File: config.mk
export PLATFORM = sky130hd
export DESIGN_NAME = gp_carry_pipe
export DESIGN_NICKNAME = d
export VERILOG_FILES = /design/src/rtl/gp_carry_pkg.sv /design/src/rtl/gp_carry_pipe_prefix_tree.sv /design/src/rtl/gp_carry_pipe.sv
export SDC_FILE = /design/constraint.sdc
export NUM_CORES = 1
export LEC_CHECK = 0
export ABC_CLOCK_PERIOD_IN_PS = 2100
export BUFFER_PORTS_ARGS = -buffer_cell sky130_fd_sc_hd__buf_2
export CAP_MARGIN = 0
export CORE_MARGIN = 2
export CORE_UTILIZATION = 55
export DETAILED_ROUTE_END_ITERATION = 6
export PLACE_DENSITY = 0.83
export SYNTH_ARGS = -nofsm -noshare
export SYNTH_HDL_FRONTEND = slang
export SYNTH_HIERARCHICAL = 1
export SYNTH_SLANG_ARGS = --single-unit
File: constraint.sdc
create_clock -name clk -period 2.1 [get_ports clk]
set_input_delay 0.105 -clock clk [delete_from_list [all_inputs] [get_ports clk]]
set_output_delay 0.105 -clock clk [all_outputs]
set_load 0.005 [all_outputs]
File: src/rtl/gp_carry_pkg.sv
// -----------------------------------------------------------------------------
// gp_carry_pkg
// Shared types and helpers for the pipelined G/P carry-lookahead adder.
//   gp_t        : packed generate/propagate pair
//   gp_levels() : number of Kogge-Stone levels for a given operand width
//   gp_combine(): prefix operator, (Gh,Ph) o (Gl,Pl)
// -----------------------------------------------------------------------------
package gp_carry_pkg;

    localparam int DEFAULT_WIDTH = 16;

    typedef struct packed {
        logic g;
        logic p;
    } gp_t;

    // Prefix-tree depth is always derived from the width, never set by hand.
    function automatic int gp_levels(input int width);
        return $clog2(width);
    endfunction

    // Combine a higher-order group with the adjacent lower-order group.
    function automatic gp_t gp_combine(input gp_t hi, input gp_t lo);
        gp_t res;
        res.g = hi.g | (hi.p & lo.g);
        res.p = hi.p & lo.p;
        return res;
    endfunction

endpackage : gp_carry_pkg

File: src/rtl/gp_carry_pipe_prefix_tree.sv
// -----------------------------------------------------------------------------
// gp_prefix_tree
// Purely combinational Kogge-Stone prefix tree.
// Ports:
//   g, p   [WIDTH-1:0] : per-bit generate / propagate
//   c0                 : carry into bit 0
//   carry  [WIDTH:0]   : carry into each bit; carry[WIDTH] is the carry-out
//   grp_g, grp_p       : group generate / propagate over all bits
// -----------------------------------------------------------------------------
module gp_prefix_tree
    import gp_carry_pkg::*;
#(
    parameter int WIDTH = DEFAULT_WIDTH
) (
    input  logic [WIDTH-1:0] g,
    input  logic [WIDTH-1:0] p,
    input  logic             c0,
    output logic [WIDTH:0]   carry,
    output logic             grp_g,
    output logic             grp_p
);

    localparam int LEVELS = gp_levels(WIDTH);

    // lvl[k][i] holds the group (G,P) spanning bits [i : max(0, i-2^k+1)].
    gp_t [LEVELS:0][WIDTH-1:0] lvl;

    always_comb begin
        // NOTE: every output gets a default before the loops, so no path can
        // leave a variable unassigned and infer a latch.
        lvl   = '0;
        carry = '0;
        grp_g = 1'b0;
        grp_p = 1'b0;

        for (int i = 0; i < WIDTH; i++) begin
            lvl[0][i].g = g[i];
            lvl[0][i].p = p[i];
        end

        for (int k = 1; k <= LEVELS; k++) begin
            for (int i = 0; i < WIDTH; i++) begin
                if (i >= (1 << (k - 1)))
                    lvl[k][i] = gp_combine(lvl[k-1][i], lvl[k-1][i - (1 << (k - 1))]);
                else
                    lvl[k][i] = lvl[k-1][i];
            end
        end

        // After the last level every node spans down to bit 0, so the carry
        // into bit i+1 needs only one AND-OR with the external carry-in.
        carry[0] = c0;
        for (int i = 0; i < WIDTH; i++)
            carry[i+1] = lvl[LEVELS][i].g | (lvl[LEVELS][i].p & c0);

        grp_g = lvl[LEVELS][WIDTH-1].g;
        grp_p = lvl[LEVELS][WIDTH-1].p;
    end

endmodule : gp_prefix_tree

File: src/rtl/gp_carry_pipe.sv
// -----------------------------------------------------------------------------
// gp_carry_pipe
// Two-stage pipelined G/P carry-lookahead adder/subtractor with an elastic
// valid/ready interface on both sides.
//   S1 registers per-bit g/p and the carry-in; S2 registers the result.
// Ports:
//   clk, rst_n            : rising-edge clock, asynchronous active-low reset
//   in_valid / in_ready   : operand handshake (in_ready combinational from out_ready)
//   a, b [WIDTH-1:0]      : operands
//   cin                   : carry-in, ignored when sub=1
//   sub                   : 0 -> a+b+cin, 1 -> a-b
//   out_valid / out_ready : result handshake
//   sum [WIDTH-1:0]       : result (modulo 2^WIDTH)
//   cout                  : carry-out (subtract: 1 = no borrow)
//   grp_g, grp_p          : group generate / propagate over all bits
//   ovf                   : signed overflow, only when GP_CARRY_OVF_EN is defined
// Build option: define GP_CARRY_OVF_EN to add the registered ovf output.
// -----------------------------------------------------------------------------
module gp_carry_pipe
    import gp_carry_pkg::*;
#(
    parameter int WIDTH = DEFAULT_WIDTH
) (
    input  logic             clk,
    input  logic             rst_n,
    input  logic             in_valid,
    output logic             in_ready,
    input  logic [WIDTH-1:0] a,
    input  logic [WIDTH-1:0] b,
    input  logic             cin,
    input  logic             sub,
    output logic             out_valid,
    input  logic             out_ready,
    output logic [WIDTH-1:0] sum,
    output logic             cout,
    output logic             grp_g,
    output logic             grp_p
`ifdef GP_CARRY_OVF_EN
    ,
    output logic             ovf
`endif
);

    // ---------------------------------------------------------------- control
    logic adv1;
    logic adv2;
    logic s1_valid;
    logic s2_valid;

    // A stage may load when it is empty or when its contents move on this edge.
    assign adv2      = ~s2_valid | out_ready;
    assign adv1      = ~s1_valid | adv2;
    assign in_ready  = adv1;
    assign out_valid = s2_valid;

    // ---------------------------------------------------------------- stage 1
    logic [WIDTH-1:0] b_eff;
    logic [WIDTH-1:0] s1_g;
    logic [WIDTH-1:0] s1_p;
    logic             s1_c0;

    // Subtraction is a + ~b + 1.
    assign b_eff = sub ? ~b : b;

    always_ff @(posedge clk or negedge rst_n) begin
        // NOTE: data registers are reset along with the valid flags, so the
        // outputs read 0 rather than stale operands after reset.
        if (!rst_n) begin
            s1_valid <= 1'b0;
            s1_g     <= '0;
            s1_p     <= '0;
            s1_c0    <= 1'b0;
        end else if (adv1) begin
            // NOTE: non-blocking assignments, so each register samples the
            // pre-edge values whatever the statement order.
            s1_valid <= in_valid;
            s1_g     <= a & b_eff;
            s1_p     <= a ^ b_eff;
            s1_c0    <= sub | cin;
        end
    end

    // ------------------------------------------------------------ prefix tree
    logic [WIDTH:0] carry;
    logic           tree_g;
    logic           tree_p;

    gp_prefix_tree #(
        .WIDTH (WIDTH)
    ) u_tree (
        .g     (s1_g),
        .p     (s1_p),
        .c0    (s1_c0),
        .carry (carry),
        .grp_g (tree_g),
        .grp_p (tree_p)
    );

    // ---------------------------------------------------------------- stage 2
    always_ff @(posedge clk or negedge rst_n) begin
        if (!rst_n) begin
            s2_valid <= 1'b0;
            sum      <= '0;
            cout     <= 1'b0;
            grp_g    <= 1'b0;
            grp_p    <= 1'b0;
        end else if (adv2) begin
            s2_valid <= s1_valid;
            sum      <= s1_p ^ carry[WIDTH-1:0];
            cout     <= carry[WIDTH];
            grp_g    <= tree_g;
            grp_p    <= tree_p;
        end
    end

`ifdef GP_CARRY_OVF_EN
    // Signed overflow: carry into the sign bit differs from carry out of it.
    always_ff @(posedge clk or negedge rst_n) begin
        if (!rst_n)
            ovf <= 1'b0;
        else if (adv2)
            ovf <= carry[WIDTH] ^ carry[WIDTH-1];
    end
`endif

endmodule : gp_carry_pipe

# Word-level counts from Yosys, hierarchy flattened
# Cells that the tools add are included.
[word_totals]
output_inout_bits = 21
regBits = 54
inputBits = 38
word_cells = 198
[classes]
bitwise = 188
n_mux = 1
[op_table]
columns = ["cell", "count"]
rows = [
  ["1-bit bitwise AND", 114],
  ["1-bit bitwise OR", 68],
  ["16-bit bitwise XOR", 2],
  ["16-bit bitwise AND", 1],
  ["16-bit 2-to-1 mux", 1],
  ["16-bit inverter", 1],
  ["1-bit inverter", 2],
]

# Depth between registers and ports, before layout
# Gate-level depths: netlist (run 1).
[logic_depth]
depth_word = 9
ltp_mapped = 7

# Modules after synthesis
# Netlist (run 1), hierarchy kept.
[by_module_without_submodules]
columns = ["module", "cells_per_inst", "area_each_um2", "instances"]
rows = [
  ["gp_carry_pipe", 167, 2499.9, 1],
  ["gp_prefix_tree", 78, 504.2, 1],
]

# Worst setup path before layout (run 1)
# Ideal clock, no wire load.
[synth_path]
path_type = "register to register"
from = "reg s1_p[1]"
to = "reg sum[10]"
t_arrival_ns = 1.719
n_path_buf = 0
t_required_ns = 1.972
path_stages_with_launch = 8
synth_period_minus_slack_ns = 1.846
setup_time_ns = 0.128
path_slack_ns = 0.254
path_cell_list = "dfrtp_1 and3_2 and3_4 o31ai_4 nand2_2 a21o_1 xor2_1 mux2_1"
[synth_between]
elab_chain_cells = 6
[synth_rtl]
columns = ["item", "line", "rtl"]
rows = [
  ["start: declaration", "gp_carry_pipe.sv:59", "logic [WIDTH-1:0] s1_p;"],
  ["start signal: assignment", "gp_carry_pipe.sv:78", "s1_p <= a ^ b_eff;"],
  ["1-bit bitwise AND", "gp_carry_pkg.sv:25", "res.g = hi.g | (hi.p & lo.g);"],
  ["1-bit bitwise OR", "gp_carry_pkg.sv:25", ""],
  ["1-bit bitwise AND", "gp_carry_pkg.sv:25", ""],
  ["1-bit bitwise OR", "gp_carry_pkg.sv:25", ""],
  ["1-bit bitwise OR *", "gp_carry_pipe_prefix_tree.sv:54", "carry[i+1] = lvl[LEVELS][i].g | (lvl[LEVELS][i].p & c0);"],
  ["net carry[10]", "gp_carry_pipe.sv:84", "logic [WIDTH:0] carry;"],
  ["16-bit bitwise XOR *", "gp_carry_pipe.sv:109", "sum <= s1_p ^ carry[WIDTH-1:0];"],
  ["end signal: assignment", "gp_carry_pipe.sv:109", ""],
  ["end: declaration", "gp_carry_pipe.sv:34", "output logic [WIDTH-1:0] sum,"],
]
# The timed path passes the listed nets; every way through them passes the cells marked *.
# A chain may end at the register's enable or synchronous reset.

# Worst setup path after layout (run 1)
[layout_path]
from = "reg s1_g[6]"
to = "reg sum[13]"
[layout_between]
elab_chain_cells = 8
[layout_rtl]
columns = ["item", "line", "rtl"]
rows = [
  ["start: declaration", "gp_carry_pipe.sv:58", "logic [WIDTH-1:0] s1_g;"],
  ["start signal: assignment", "gp_carry_pipe.sv:77", "s1_g <= a & b_eff;"],
  ["1-bit bitwise OR", "gp_carry_pkg.sv:25", ""],
  ["1-bit bitwise AND", "gp_carry_pkg.sv:25", ""],
  ["1-bit bitwise OR", "gp_carry_pkg.sv:25", ""],
  ["1-bit bitwise AND", "gp_carry_pkg.sv:25", ""],
  ["1-bit bitwise OR (2 in series)", "gp_carry_pkg.sv:25", ""],
  ["1-bit bitwise OR", "gp_carry_pipe_prefix_tree.sv:54", ""],
  ["net carry[13]", "gp_carry_pipe.sv:84", ""],
  ["16-bit bitwise XOR", "gp_carry_pipe.sv:109", ""],
]
# The timed path passes the listed nets, and every way through them passes these cells.

==> results.yml, run 1 <==
cts:
  cts_buffers: 5
  cts-htree-levels: 2
  clkSinkCount: 54
  cts_root_buf: "clkbuf_8"
  cts_tree: "done"
  path_clk_slew_ps: 90
  clk_path_buf_depth: 2
  clk_latency_ps: 310
grt:
  grt_use_total_pct: 20.33
  grt_pass1_wl_microns: 9777
  met3_usage_pct: 3.488
  gr-total-overflow: 0
  grt_max_degree: 55
  grt_antenna_before_repair: 0
  use_met1_pct: 28.29
  grt_util_met2_pct: 32.33
  top_usage_layer: "met2"
  first_global_vias: 2040
routing:
  vias_per_cell: 5.379
  ant_nets: 0
  finalWirelength_microns: 5713
  drt-pass1-iter-count: 4
  dr.first_iter.drc_count: 93
  drc: 0
  wl_per_cell_microns: 14.92
  vias: 2060
synthesis:
  yosysWarnings: 6
  yosysTopAreaCellShare_pct: 44.98
  ys_seq_area_share_pct: 44.98
  synth_common_cells: "dfrtp_1 (54), mux2_1 (51), xor2_1 (32)"
  avgSynthCellArea_sq_um: 12.26
  synthFlopType: "dfrtp_1"
  yosysMostFrequentCell: "dfrtp_1"
  synth_area_sq_mm: 0.003004
  synthTopCellsByArea: "dfrtp_1 (45%), mux2_1 (19%), xor2_1 (9.3%), ha_1 (6.7%), a21oi_1 (1.8%)"
  ys_ff_latch: 54
  synth_nets: 299
  synth.distinct_cells: 39
  synth-edff-count: 0
  synthCells: 245
  synth_top_area_cell: "dfrtp_1"
  ys_async_sr_fraction_pct: 100.0
place:
  hpwl_microns: 4142
  dp.cells: 371
  routabilityCongestion: 0.8222
  dp_slack_ps: 34.71
  io_buffers: 58
floorplanning:
  die_w_microns: 77.91
  start_util_pct: 57.72
  dieArea_sq_mm: 0.006069
  core_area_sq_mm: 0.005205
  io_pins: 59
  core.rowCount: 26
  die_y_microns: 77.91
setup_path:
  crit_path_start: "s1_g[6]"
  cp.arrival_ps: 2210
  critPathLaunchType: "register"
  timing.rr.start: "s1_g[6]"
  cp-end-kind: "register"
  crit_path_max_fanout: 6
  worstSetupPathType: "reg -> reg"
  worstPathRequired_ps: 2300
worst_hold_path:
  hp-start: "cin"
  hp-class: "in -> reg"
power_and_ir_drop:
  p_leak_nw: 1.729
  cellPowerDensity_mw_per_mm2: 902.4
  irDropWorstVdd_mv: 0.4120
layout:
  antenna_cells: 0
  area_delta_synth_final_pct: 17.99
  layout-drive-gt1-share_pct: 27.16
  layout.nets: 366
  instances_no_fill: 383
timing:
  drv_slew: 0
  worstMarginPinSlew_ps: 532.0
  slew_headroom_pct: 64.53
  tns_ps: 0
  rsz0062_at_grt: "false"
  fin_crit_ps: 2011
  period_share_pct: 95.75
  setup_ws_ps: 89.18
  setup_viol: 0
  hold_viol_final: 0
  fmax_mhz: 497.3
  skew_ps: 7.088
job:
  drv_cap: 0
run_status:
  status: "complete, no violations"
==> through the flow <==
stage               cell area, sq um  power, mW  util (%)  hold slack [ps]
floorplan                       3004      2.115         -           -190.6
global placement                3395      2.491     65.22            119.2
finish                          3545      3.199     68.10            55.32
global route                    3545      3.417     68.10            79.22
detailed placement              3395      2.530     65.22            124.3
CTS                             3526      3.219     67.74            58.10
==> kinds of logic (layout without fill, tap and decap cells) <==
logic type | count (synthesis) | in the layout | share of synthesized area (%)
and+or+nand+nor | 34 | 34 | 5.914
xor gates and xnor gates | 32 | 32 | 9.329
muxes | 52 | 52 | 19.45
AOI/OAI and AO/OA | 44 | 44 | 11.54
DFF | 54 | 54 | 44.98
buffers and inverters | 13 | 81 | 2.124
adders and majority gates | 16 | 16 | 6.664
==> power breakdown <==
part	switching [mW]	leakage, nW	total [mW]	internal (mW)
registers	0.217	0.649	1.52	1.30
clock network	0.323	0.0524	0.680	0.357
logic	0.467	1.03	0.998	0.531
total	1.01	1.73	3.20	2.19
==> area by class of cell <==
cell class / instances / area (sq um)
clock inverter: 1 / 30.03
fill: 407 / 1660
tap: 70 / 87.58
inverter: 5 / 18.77
clock buffer: 7 / 76.32
multi-input combinational: 178 / 1598
timing repair buffer: 68 / 382.9
sequential: 54 / 1351
==> what timing repair did <==
| item | CTS | global route |
|---|---|---|
| hold buffers | 2 | 0 |
| resized for setup | 1 | 1 |
| setup endpoints to repair | 1 | 1 |
| pin swaps | 0 | 1 |
| setup buffers | 0 | 2 |
| endpoints found under the hold margin | 55 | 0 |
==> worst paths after layout <==
check                               end  slack (ps)  depth (start not counted)
worst max-delay path            sum[13]          90                          7
min in group asynchronous        sum[2]         310                          3
max in group asynchronous       s1_g[8]        1540                          3
worst min-delay path              s1_c0          60                          3
worst max register to register  sum[13]          90                          7
worst min register to register   sum[6]         480                          1
==> per-layer routing <==
layer / vias to the layer above / share of wire [%]
met5: - / 0
li1: 1016 / -
met1: 982 / 46
met2: 52 / 48
met4: 0 / 1.5
met3: 10 / 4.4
==> flip-flops by register name, indices dropped and copies added (netlist names) <==
| register | flops |
|---|---|
| s1_g | 16 |
| s1_p | 16 |
| sum | 16 |
| cout | 1 |
| grp_g | 1 |
| grp_p | 1 |
| out_valid | 1 |
| s1_c0 | 1 |
| s1_valid | 1 |
==> worst max-delay path, stage by stage, from the launching register on <==
cell and delay (ps):
dfrtp_1 460, a21oi_1 260, o21a_1 200, o221ai_2 130
o21bai_1 230, a21o_1 200, xor2_1 140, mux2_1 290
==> layout by cell type (no fill, tap or decap), types with 5 or more instances in the layout <==
cell type | Yosys | final
dfrtp_1 | 54 | 54
ha_1 | 16 | 16
a21o_1 | 6 | 6
buf_4 | 2 | 7
a21oi_1 | 11 | 11
inv_1 | 5 | 5
nor2_1 | 9 | 9
buf_2 | 6 | 58
o21ai_0 | 5 | 5
mux2_1 | 51 | 51
xor2_1 | 32 | 32
nand2_1 | 12 | 12
clkbuf_8 | 0 | 5
(Power assumes the default switching activity.)
==> inputs of run 2 (changes only) <==
--- a/config.mk
+++ b/config.mk
@@ -9,9 +9,9 @@
 export BUFFER_PORTS_ARGS = -buffer_cell sky130_fd_sc_hd__buf_2
 export CAP_MARGIN = 0
 export CORE_MARGIN = 2
-export CORE_UTILIZATION = 55
+export CORE_UTILIZATION = 42
 export DETAILED_ROUTE_END_ITERATION = 6
-export PLACE_DENSITY = 0.83
+export PLACE_DENSITY = 0.67
 export SYNTH_ARGS = -nofsm -noshare
 export SYNTH_HDL_FRONTEND = slang
 export SYNTH_HIERARCHICAL = 1
==> results.yml, run 2 (same netlist as run 1, synthesis figures left out) <==
cts:
  clkSinkCount: 54
  cts_root_buf: "clkbuf_8"
  clk_latency_ps: 300
  clk_path_buf_depth: 2
  path_clk_slew_ps: 100
  cts_buffers: 5
  postCtsSetupBuffers: 0
  cts_tree: "done"
  cts-htree-levels: 2
setup_path:
  timing.rr.start: "s1_g[5]"
  worstSetupPathType: "reg -> reg"
  crit_slowest_cell: "dfrtp_1"
  cp-end-kind: "register"
  worstPathRequired_ps: 2290
  crit_path_start: "s1_g[5]"
  cp.arrival_ps: 2180
  crit_chain: "a211oi_1 -> nand2_1 -> o31ai_4 -> nand2_2 -> a21o_1 -> xor2_1 -> mux2_1"
  crit_path_max_fanout: 5
  max_stage_delay_ps: 430
  critPathLaunchType: "register"
power_and_ir_drop:
  clock_power_share_pct: 19.3
  pwr-share-comb_pct: 31.3
  internal_power_mw: 2.084
  swShare_pct: 32.55
  power_mw: 3.089
  seqPwrFrac_pct: 49.4
  cellPowerDensity_mw_per_mm2: 874.0
  power_switching_mw: 1.006
  irDropWorstVdd_mv: 0.3793
  p_leak_nw: 1.710
job:
  drv_cap: 0
timing:
  skew_ps: 6.252
  whs_ps: 65.82
  slew_headroom_pct: 55.44
  fmax_mhz: 501.6
  fin_crit_ps: 1993
  period_share_pct: 94.93
  setup_viol: 0
  tns_ps: 0
  worstMarginPinSlew_ps: 668.3
  drv_slew: 0
  hold_viol_final: 0
  rsz0062_at_grt: "false"
worst_hold_path:
  hp-class: "in -> reg"
  hp-start: "cin"
place:
  routabilityCongestion: 0.7373
  hpwl_microns: 4268
  dp.cells: 396
  io_buffers: 58
layout:
  antenna_cells: 0
  reg.largest.list: "s1_g: 16 flops, s1_p: 16 flops, sum: 16 flops"
  instances_no_fill: 406
  fillers: 627
  layout.nets: 363
  final_common_cell: "buf_2"
  layout-drive-gt1-share_pct: 26.77
  layout_common_cells: "buf_2 (58), dfrtp_1 (54), mux2_1 (51)"
  area_delta_synth_final_pct: 17.66
floorplanning:
  start_util_pct: 43.73
  core_area_sq_mm: 0.006869
  io_pins: 59
  die_y_microns: 88.58
  die_w_microns: 88.58
  core.rowCount: 30
  dieArea_sq_mm: 0.007846
grt:
  grt_util_met2_pct: 24.81
  grt_pass1_wl_microns: 9404
  grt_antenna_before_repair: 0
  top_usage_layer: "met2"
  first_global_vias: 1947
  use_met1_pct: 21.89
  grt_use_total_pct: 15.41
  grt_max_degree: 36
  met3_usage_pct: 2.612
  gr-total-overflow: 0
routing:
  vias_per_cell: 5.020
  drt-pass1-iter-count: 4
  drc: 0
  ant_nets: 0
  dr.first_iter.drc_count: 69
  wl_per_cell_microns: 14.08
  finalWirelength_microns: 5717
  vias: 2038
run_status:
  status: "complete, no violations"
[run 2: path summary, 6_finish.rpt]
path / end / slack, ps / cells past startpoint
worst max-delay path: sum[10] / 110 / 7
worst min-delay path: s1_c0 / 70 / 3
worst max register to register: sum[10] / 110 / 7
worst min register to register: sum[3] / 490 / 1
max in group asynchronous: s1_p[3] / 1150 / 3
min in group asynchronous: sum[11] / 370 / 2
[run 2: through the flow]
| step | setup slack (ps) | cell area (sq um) | utilization, % |
|---|---|---|---|
| finish | 106.5 | 3535 | 51.46 |
| floorplan | 253.8 | 3004 | - |
| CTS | 81.88 | 3535 | 51.46 |
| detailed placement | 104.9 | 3420 | 49.78 |
| global placement | 126.0 | 3420 | 49.78 |
| global route | 23.43 | 3535 | 51.46 |
[run 2: per-layer routing]
layer	vias up	wire [microns]
met5	-	0
met4	0	25
met3	2	173
met2	40	2682
met1	995	2836
li1	1001	-
[run 2: worst max-delay path: cells and delay by family, from the launching register on]
kind	cells	cell delay, ps
AO/OA/AOI/OAI	3	780
XOR/XNOR	1	150
flip-flops	1	430
multiplexers	1	290
AND/OR/NAND/NOR	2	230
[run 2: what timing repair did]
item | 4_1_cts | 5_1_grt
gates resized for setup | 0 | 0
hold endpoints to repair | 27 | 0
hold buffers | 2 | 0
[run 2: final cells by class]
class	instances	area, sq um	share of cell area [%]
multi-input combinational	178	1589	44.96
sequential	54	1351	38.23
timing repair buffer	65	360.3	10.19
tap	96	120.1	3.398
clock buffer	6	82.58	2.336
inverter	5	18.77	0.5310
clock inverter	2	12.51	0.3540
[run 2: power groups by stage]
stage	Combinational [mW]	Sequential (mW)	Clock (mW)
2_1_floorplan	0.589	1.53	0
3_3_place_gp	0.964	1.55	0
3_5_place_dp	0.979	1.55	0
4_1_cts	0.989	1.53	0.616
5_1_grt	1.09	1.57	0.651
6_report	0.967	1.53	0.595
==> inputs of run 3 (changes only) <==
--- a/config.mk
+++ b/config.mk
@@ -6,7 +6,7 @@
 export NUM_CORES = 1
 export LEC_CHECK = 0
 export ABC_CLOCK_PERIOD_IN_PS = 2100
-export BUFFER_PORTS_ARGS = -buffer_cell sky130_fd_sc_hd__buf_2
+export BUFFER_PORTS_ARGS = -buffer_cell sky130_fd_sc_hd__buf_4
 export CAP_MARGIN = 0
 export CORE_MARGIN = 2
 export CORE_UTILIZATION = 42
==> results.yml, run 3 (same netlist as run 1, synthesis figures left out) <==
cts:
  postCtsSetupBuffers: 0
  cts_tree: "done"
  cts_root_buf: "clkbuf_8"
  clk_latency_ps: 310
  path_clk_slew_ps: 100
  clkSinkCount: 54
  clk_path_buf_depth: 2
  cts-htree-levels: 2
  cts_buffers: 5
routing:
  drc: 0
  vias: 2052
  dr.first_iter.drc_count: 58
  drt-pass1-iter-count: 4
  wl_per_cell_microns: 14.66
  vias_per_cell: 5.054
  finalWirelength_microns: 5952
  ant_nets: 0
setup_path:
  worstSetupPathType: "reg -> reg"
  critPathLaunchType: "register"
  r2r.worst_path.cells: 7
  crit_path_max_fanout: 5
  cp-end-kind: "register"
  worstPathRequired_ps: 2300
  cp.arrival_ps: 2190
layout:
  final_common_cell: "buf_4"
  layout_common_cells: "buf_4 (63), dfrtp_1 (54), mux2_1 (51)"
  antenna_cells: 0
  area_delta_synth_final_pct: 23.82
  fillers: 619
  multi_input_area_sq_mm: 0.001594
  stdcell_area_sq_mm: 0.003720
  fin_util_pct: 54.15
  layout-drive-gt1-share_pct: 27.10
  reg.largest.list: "s1_g: 16 flops, s1_p: 16 flops, sum: 16 flops"
  layout.nets: 363
  layout.area.seq_sq_mm: 0.001351
timing:
  setup_viol: 0
  period_share_pct: 94.95
  drv_slew: 0
  setup_ws_ps: 106.0
  rsz0062_at_grt: "false"
  slew_headroom_pct: 54.91
  tns_ps: 0
  fmax_mhz: 501.5
  whs_ps: 56.83
  hold_viol_final: 0
  worstMarginPinSlew_ps: 676.4
  fin_crit_ps: 1994
  skew_ps: 7.275
place:
  dp_slack_ps: 109.8
  routabilityCongestion: 0.7568
  hpwl_microns: 4307
  io_buffers: 58
  placed_area_sq_mm: 0.003552
power_and_ir_drop:
  cellPowerDensity_mw_per_mm2: 931.6
  p_leak_nw: 1.781
  irDropWorstVdd_mv: 0.3304
grt:
  grt_use_total_pct: 16.50
  gr-total-overflow: 0
  first_global_vias: 2047
  grt_antenna_before_repair: 0
  grt_max_degree: 55
  grt_pass1_wl_microns: 9922
run_status:
  status: "complete, no violations"
floorplanning:
  die_w_microns: 88.58
  start_util_pct: 43.73
  die_y_microns: 88.58
  core_area_sq_mm: 0.006869
  core.rowCount: 30
  dieArea_sq_mm: 0.007846
  io_pins: 59
worst_hold_path:
  hp-class: "in -> reg"
  hold_depth: 3
job:
  drv_cap: 0
run 3: changes by cell type in the layout (fill, tap and decap cells not counted), sizes merged:
cell | before | now
clkinv | 1 | 0
bufinv | 0 | 2
clkinvlp | 1 | 0
run 3: per-layer routing:
layer  vias up  track usage (%)  routed length, microns
met4         0            5.785                      87
li1       1000                -                       -
met5         -                0                       0
met1      1006            22.53                    2891
met2        39            26.86                    2799
met3         7            2.519                     173
run 3: critical path, stage by stage, from the launching register on:
cell and delay (ps):
dfrtp_1 440, and3_2 270, and3_4 180, o31ai_4 240
nand2_2 100, a21o_1 190, xor2_1 160, mux2_1 300
run 3: layout make-up:
class                      count  area share [%]
multi-input combinational    178           42.85
sequential                    54           36.33
timing repair buffer          65           13.25
tap                           96           3.229
clock buffer                   6           2.220
clock inverter                 2           1.615
inverter                       5          0.5045
run 3: worst paths after layout:
check | start | end | slack [ps]
worst max-delay path | s1_p[1] | sum[10] | 110
worst min-delay path | cin | s1_c0 | 60
worst max register to register | s1_p[1] | sum[10] | 110
worst min register to register | sum[3] | sum[3] | 500
max in group asynchronous | rst_n | s1_g[4] | 1280
min in group asynchronous | rst_n | s1_g[13] | 380
run 3: per-stage QoR:
step	std cells	total power, mW
after floorplan	245	2.115
after global placement	396	2.626
after detailed placement	396	2.653
after CTS	406	3.512
after global routing	406	3.698
final	406	3.465
run 3: where the power goes:
group	switching, mW	total [mW]	internal (mW)
clock	0.340	0.849	0.508
combinational	0.460	1.08	0.622
sequential	0.231	1.53	1.30
total	1.03	3.47	2.43
run 3: repair_timing:
action                                 CTS  global route
endpoints found under the hold margin   55             0
gates resized for setup                  0             1
setup endpoints to repair                0             1
hold buffers                             2             0
